File: src/rtl/pipe_seq_ctrl.sv
// pipe_seq_ctrl: receive a packet, load the instruction memory, run the core, then send the result.
// Optional RUN watchdog is enabled by defining PIPE_SEQ_CTRL_WATCHDOG_EN.
module pipe_seq_ctrl #(
  parameter int CTRL_WIDTH      = 8,
  parameter int IMEM_ADDR_WIDTH = 9,
  parameter int RUN_TIMEOUT     = 1024
) (
  input  logic                       clk,
  input  logic                       reset,
  input  logic                       in_wr,
  input  logic [CTRL_WIDTH-1:0]      in_ctrl,
  output logic                       in_rdy,
  input  logic                       fifo_full,
  input  logic                       cmd_valid,
  input  logic [IMEM_ADDR_WIDTH-1:0] cmd_addr,
  input  logic [31:0]                cmd_data,
  input  logic                       cmd_last,
  output logic                       imem_wr_en,
  output logic [IMEM_ADDR_WIDTH-1:0] imem_wr_addr,
  output logic [31:0]                imem_wr_data,
  output logic [1:0]                 mode_code,
  output logic                       pipe_rst,
  input  logic                       proc_done,
  input  logic                       send_done,
  output logic [31:0]                status
);

  typedef enum logic [2:0] {
    IDLE = 3'd0,
    RECV = 3'd1,
    LOAD = 3'd2,
    RUN  = 3'd3,
    SEND = 3'd4
  } state_t;

  state_t                     state_r;
  state_t                     next_state_s;
  logic                       data_seen_r;
  logic                       accept_s;
  logic                       eop_s;
  logic                       prog_end_s;
  logic                       drop_s;
  logic                       send_end_s;
  logic                       run_expired_s;
  logic                       timeout_s;
  logic [1:0]                 mode_r;
  logic                       pipe_rst_r;
  logic                       imem_wr_en_r;
  logic [IMEM_ADDR_WIDTH-1:0] imem_wr_addr_r;
  logic [31:0]                imem_wr_data_r;
  logic [7:0]                 drop_cnt_r;
  logic [15:0]                pkt_cnt_r;

  // FIFO/memory mode seen by the datapath for a given state.
  function automatic logic [1:0] mode_for(input state_t s);
    case (s)
      LOAD, RUN: mode_for = 2'b10;
      SEND:      mode_for = 2'b01;
      default:   mode_for = 2'b00;
    endcase
  endfunction

  assign in_rdy     = (state_r == RECV) && !fifo_full;
  assign accept_s   = in_wr && in_rdy;
  // A non-zero control word only closes the packet once a data word has gone by.
  assign eop_s      = accept_s && (in_ctrl != {CTRL_WIDTH{1'b0}}) && data_seen_r;
  assign prog_end_s = (state_r == LOAD) && cmd_valid && cmd_last;
  assign drop_s     = cmd_valid && (state_r != LOAD);
  assign send_end_s = (state_r == SEND) && send_done;

`ifdef PIPE_SEQ_CTRL_WATCHDOG_EN
  localparam int RUN_CNT_W = (RUN_TIMEOUT > 1) ? $clog2(RUN_TIMEOUT) : 1;

  logic [RUN_CNT_W-1:0] run_cnt_r;
  logic                 timeout_r;

  assign run_expired_s = (run_cnt_r == RUN_CNT_W'(RUN_TIMEOUT - 1));
  assign timeout_s     = timeout_r;

  // RUN cycle counter and sticky timeout flag.
  always_ff @(posedge clk or posedge reset) begin
    if (reset) begin
      run_cnt_r <= {RUN_CNT_W{1'b0}};
      timeout_r <= 1'b0;
    end else begin
      if (state_r == RUN) begin
        run_cnt_r <= run_cnt_r + {{(RUN_CNT_W-1){1'b0}}, 1'b1};
      end else begin
        run_cnt_r <= {RUN_CNT_W{1'b0}};
      end
      if ((state_r == RUN) && !proc_done && run_expired_s) begin
        timeout_r <= 1'b1;
      end
    end
  end
`else
  assign run_expired_s = 1'b0;
  assign timeout_s     = 1'b0;
`endif

  // Next-state logic; proc_done has priority over any late command.
  always_comb begin
    next_state_s = IDLE;
    case (state_r)
      IDLE: next_state_s = RECV;
      RECV: begin
        if (eop_s) next_state_s = LOAD;
        else       next_state_s = RECV;
      end
      LOAD: begin
        if (prog_end_s) next_state_s = RUN;
        else            next_state_s = LOAD;
      end
      RUN: begin
        if (proc_done)          next_state_s = SEND;
        else if (run_expired_s) next_state_s = SEND;
        else                    next_state_s = RUN;
      end
      SEND: begin
        if (send_done) next_state_s = IDLE;
        else           next_state_s = SEND;
      end
      default: next_state_s = IDLE;
    endcase
  end

  // State register plus mode/pipe_rst registered from the next state so they track it.
  always_ff @(posedge clk or posedge reset) begin
    if (reset) begin
      state_r    <= IDLE;
      mode_r     <= 2'b00;
      pipe_rst_r <= 1'b1;
    end else begin
      state_r    <= next_state_s;
      mode_r     <= mode_for(next_state_s);
      pipe_rst_r <= !((next_state_s == RUN) || (next_state_s == SEND));
    end
  end

  // Data-seen flag for end-of-packet detection.
  always_ff @(posedge clk or posedge reset) begin
    if (reset) begin
      data_seen_r <= 1'b0;
    end else if ((state_r != RECV) || eop_s) begin
      data_seen_r <= 1'b0;
    end else if (accept_s && (in_ctrl == {CTRL_WIDTH{1'b0}})) begin
      data_seen_r <= 1'b1;
    end else begin
      data_seen_r <= data_seen_r;
    end
  end

  // Instruction-memory write port, one cycle behind the accepted command.
  always_ff @(posedge clk or posedge reset) begin
    if (reset) begin
      imem_wr_en_r   <= 1'b0;
      imem_wr_addr_r <= {IMEM_ADDR_WIDTH{1'b0}};
      imem_wr_data_r <= 32'd0;
    end else begin
      imem_wr_en_r <= (state_r == LOAD) && cmd_valid;
      if ((state_r == LOAD) && cmd_valid) begin
        imem_wr_addr_r <= cmd_addr;
        imem_wr_data_r <= cmd_data;
      end
    end
  end

  // Saturating drop counter and wrapping packet counter.
  always_ff @(posedge clk or posedge reset) begin
    if (reset) begin
      drop_cnt_r <= 8'd0;
      pkt_cnt_r  <= 16'd0;
    end else begin
      if (drop_s && (drop_cnt_r != 8'hFF)) begin
        drop_cnt_r <= drop_cnt_r + 8'd1;
      end
      if (send_end_s) begin
        pkt_cnt_r <= pkt_cnt_r + 16'd1;
      end
    end
  end

  assign imem_wr_en   = imem_wr_en_r;
  assign imem_wr_addr = imem_wr_addr_r;
  assign imem_wr_data = imem_wr_data_r;
  assign mode_code    = mode_r;
  assign pipe_rst     = pipe_rst_r;
  assign status       = {pkt_cnt_r, drop_cnt_r, 4'b0000, timeout_s, state_r};

endmodule

File: config.mk
export PLATFORM = sky130hd
export DESIGN_NAME = pipe_seq_ctrl
export DESIGN_NICKNAME = d
export VERILOG_FILES = /design/src/rtl/pipe_seq_ctrl.sv
export SDC_FILE = /design/constraint.sdc
export NUM_CORES = 1
export LEC_CHECK = 0
export CELL_PAD_IN_SITES_DETAIL_PLACEMENT = 0
export CELL_PAD_IN_SITES_GLOBAL_PLACEMENT = 2
export CORE_UTILIZATION = 28
export CTS_CLUSTER_DIAMETER = 80
export DETAILED_ROUTE_END_ITERATION = 7
export PLACE_DENSITY = 0.87
export SETUP_SLACK_MARGIN = 0.4
export SKIP_LAST_GASP = 1
export SLEW_MARGIN = 10
export SYNTH_ARGS = -nofsm -noshare
export SYNTH_HDL_FRONTEND = slang
export SYNTH_SLANG_ARGS = --single-unit
File: constraint.sdc
create_clock -name clk -period 5.5 [get_ports clk]
set_input_delay 0.55 -clock clk [delete_from_list [all_inputs] [get_ports clk]]
set_output_delay 0.55 -clock clk [all_outputs]
set_load 0.005 [all_outputs]
==> impl_metrics.toml <==
[run_status]
status = "finished clean"

[pwr]
pwr-share-comb_pct = 17.7
p_int_uw = 1010
power_density_nw_per_um2 = 283
p_sw_share_pct = 24.4
vdd_drop_max_mv = 0.212
seq_power_share_pct = 47.9
netSwitchingPower_uw = 325
leakagePower_uw = 0.00203
clkPwrFrac_pct = 34.3

[global_routing]
first_global_vias = 2295
grt_first_pass_wirelength_um = 10700
grt_max_degree = 74
grt_use_met2_pct = 18.2
met3_resource_use_gr_pct = 3.95
total_congestion_overflow_after_global_routing = 0
busiest_layer = "met2"
antenna_found_initial = 0
met1_track_demand_over_resource_pct = 15.8
gr-usage-all-layers_pct = 12.2

[synthesis]
synth.largest_area_cell = "sky130_fd_sc_hd__dfrtp_1"
synth_edf_count = 0
syn-mean-instance-area_um2 = 13.6
yosys.area.top_type_share_pct = 58.2
post_synth_cell_types = 41
ys_seq_area_share_pct = 59.1
synth.area.top_cells = "sky130_fd_sc_hd__dfrtp_1 58%, sky130_fd_sc_hd__mux2_2 16%, sky130_fd_sc_hd__xnor2_1 3.4%, sky130_fd_sc_hd__xor2_1 2.3%, sky130_fd_sc_hd__buf_6 1.8%"
synthesis_warnings = 0
synth_seq_cells = 73
synthFlopType = "sky130_fd_sc_hd__dfrtp_1"
synthCells = 227
post_synth_instance_area_um2 = 3100
async_flop_share_pct = 100

[setup_path]
crit_path_top_delay_cell = "sky130_fd_sc_hd__dfrtp_1"
timing.critical_path.to = "in_rdy"
timing.rr.end = "imem_wr_addr[6]$_DFFE_PP0N_"
sort_of_element_at_the_end_of_the_critical_path = "output port"
crit_chain = "nand2_1, nor2_1, clkdlybuf4s50_1"
r2r_slack_ps = 3490
timing.critical_path.slowest_cell_delay_ps = 580
critical_path.max_fanout = 11
ff2ff_path_depth = 4
timing.critical_path.from_type = "register"
timing.setup.critical_path_class = "register to output port"
required_ps = 4950
crit_arrival_ps = 1710
timing.critical_path.from = "state_r[0]$_DFF_PP0_"
regToRegStartpoint = "state_r[2]$_DFF_PP0_"

[sta]
finalClockSkew_ps = 6.77
final_period_minus_worst_setup_slack_ps = 2260
final.period_utilization_pct = 41.0
fmax_mhz = 443
tns_ps = 0
maxSlewViolCount = 0
setup_viol = 0
rsz_0062_raised_after_global_routing = "false"
post-route-worst-setup-slack_ps = 3240
relative_slew_margins_pct = 39.8
worst-slew-pin-transition_ps = 903
hold_violations = 0

[clock_tree]
cts_tree = "yes"
clockBufferDepth = 2
post_cts_hold_buffer_count = 0
cts_sinks = 73
worstSkewPairLatency_ps = 340
htree_levels = 3
cts_resized = 0
tritoncts.num_buffers = 9
root_buffer = "sky130_fd_sc_hd__clkbuf_8"
cts_setup_buffers = 0
cts.clk_slew.worst_paths_ps = 80

[floorplanning]
floorplan.die.width_um = 107
rows = 38
fp.dieArea_um2 = 11500
floorplan.die.height_um = 107
starting_density_pct = 28.7
core-area_um2 = 10800
design.portCount = 135

[detailed_routing]
detail_route.wl_per_cell_um = 13.0
initialDrtViolationCount = 43
drc = 0
postRouteAntennaNets = 0
route.final.wire_length_um = 6610
routed_via_density = 4.40
drt_pre_antenna_iters = 4
dr_total_vias = 2230

[final_layout]
n_fill_cell = 1038
layout_commonest_cell = "sky130_fd_sc_hd__clkdlybuf4s50_1"
antenna_cells = 0
relative_area_change_from_synthesis_to_final_layout_pct = 52.2
layout-drive-gt1-share_pct = 19.3
mostFrequentLayoutCells = "129 x sky130_fd_sc_hd__clkdlybuf4s50_1, 72 x sky130_fd_sc_hd__dfrtp_1, 43 x sky130_fd_sc_hd__mux2_2"
final_util_pct = 43.7
nets = 421

[placement]
post-dp-hpwl_um = 4640
place_ws_ps = 3160
buffer_ports.inserted = 129
place.gp.congestion = 0.723

[job]
maxCapViolCount = 0

[worst_hold_path]
worst_hold_path_type = "register to register"
==> Yosys cell counts, types with 2 or more instances <==
cell                      instances
sky130_fd_sc_hd__xor2_1           8
sky130_fd_sc_hd__and2_2           2
sky130_fd_sc_hd__buf_6            5
sky130_fd_sc_hd__xnor2_1         12
sky130_fd_sc_hd__nand4_1          6
sky130_fd_sc_hd__nand2_1         11
sky130_fd_sc_hd__a21oi_1          2
sky130_fd_sc_hd__buf_4            6
sky130_fd_sc_hd__dfrtp_1         72
sky130_fd_sc_hd__o22ai_1          2
sky130_fd_sc_hd__nor4_1           3
sky130_fd_sc_hd__inv_1            6
sky130_fd_sc_hd__and3_1           2
sky130_fd_sc_hd__nor3_1           4
sky130_fd_sc_hd__nand3_1          7
sky130_fd_sc_hd__ha_1             2
sky130_fd_sc_hd__o21ai_0          4
sky130_fd_sc_hd__nor2_1           7
sky130_fd_sc_hd__nor2b_1          2
sky130_fd_sc_hd__mux2_2          43
==> routing by layer <==
| layer | wire [µm] | part of all wire (%) |
|---|---|---|
| met5 | 0 | 0 |
| met1 | 2930 | 44 |
| met3 | 584 | 8.8 |
| met4 | 124 | 1.9 |
| met2 | 2970 | 45 |
==> area by class of cell <==
cell class	count	area, µm²	share of cell area (%)
clock buffer	9	124	2.63
clock inverter	7	95.1	2.02
inverter	6	22.5	0.478
multi-input combinational	140	1150	24.5
sequential	73	1830	38.8
tap	140	175	3.72
timing repair buffer	132	1310	27.9
==> power by group through the flow <==
| stage | logic, µW | clock network (µW) | registers, µW |
|---|---|---|---|
| 2_1_floorplan | 78.2 | 0 | 646 |
| 6_report | 236 | 458 | 639 |
| 3_3_place_gp | 236 | 0 | 648 |
| 4_1_cts | 241 | 474 | 639 |
| 3_5_place_dp | 239 | 0 | 649 |
| 5_1_grt | 256 | 502 | 648 |
==> stage by stage <==
stage | power (µW) | instances | hold slack, ps | cell area, µm²
floorplan | 725 | 231 | 465 | 3110
global placement | 884 | 491 | 459 | 4490
CTS | 1350 | 507 | 494 | 4710
detailed placement | 888 | 491 | 476 | 4490
global route | 1410 | 507 | 521 | 4710
finish | 1330 | 507 | 495 | 4710
==> sequential cells by signal, summed over array words and instances (netlist names) <==
name / flops
data_seen_r: 1
drop_cnt_r: 8
imem_wr_addr: 9
imem_wr_data: 32
imem_wr_en: 1
mode_code: 2
pipe_rst: 1
pkt_cnt_r: 16
state_r: 3
==> worst min path at each step <==
stage                                       startpoint                      endpoint  depth (start not counted)
after global routing      imem_wr_data[14]$_DFFE_PP0N_  imem_wr_data[14]$_DFFE_PP0N_                          1
after floorplan              pkt_cnt_r[15]$_DFFE_PP0P_     pkt_cnt_r[15]$_DFFE_PP0P_                          1
after global placement       pkt_cnt_r[15]$_DFFE_PP0P_     pkt_cnt_r[15]$_DFFE_PP0P_                          1
after detailed placement  imem_wr_data[14]$_DFFE_PP0N_  imem_wr_data[14]$_DFFE_PP0N_                          1
after CTS                 imem_wr_data[14]$_DFFE_PP0N_  imem_wr_data[14]$_DFFE_PP0N_                          1
final                     imem_wr_data[14]$_DFFE_PP0N_  imem_wr_data[14]$_DFFE_PP0N_                          1
==> worst max-delay path, delay by kind of cell (launching register included) <==
family / cells / cell delay, ps
DFF: 1 / 580
buffers and inverters: 1 / 510
and+or+nand+nor: 2 / 280
==> cells by family after synthesis <==
kind of cell / synth area share, %
other: 0.121
buffers and inverters: 4.16
AO/OA/AOI/OAI: 2.67
adder cells (fa/ha/maj): 0.808
flip-flops: 59.1
multiplexers: 16.3
XOR/XNOR: 5.66
AND/OR/NAND/NOR: 11.2
Note: power is estimated with default switching activity, not from simulation.
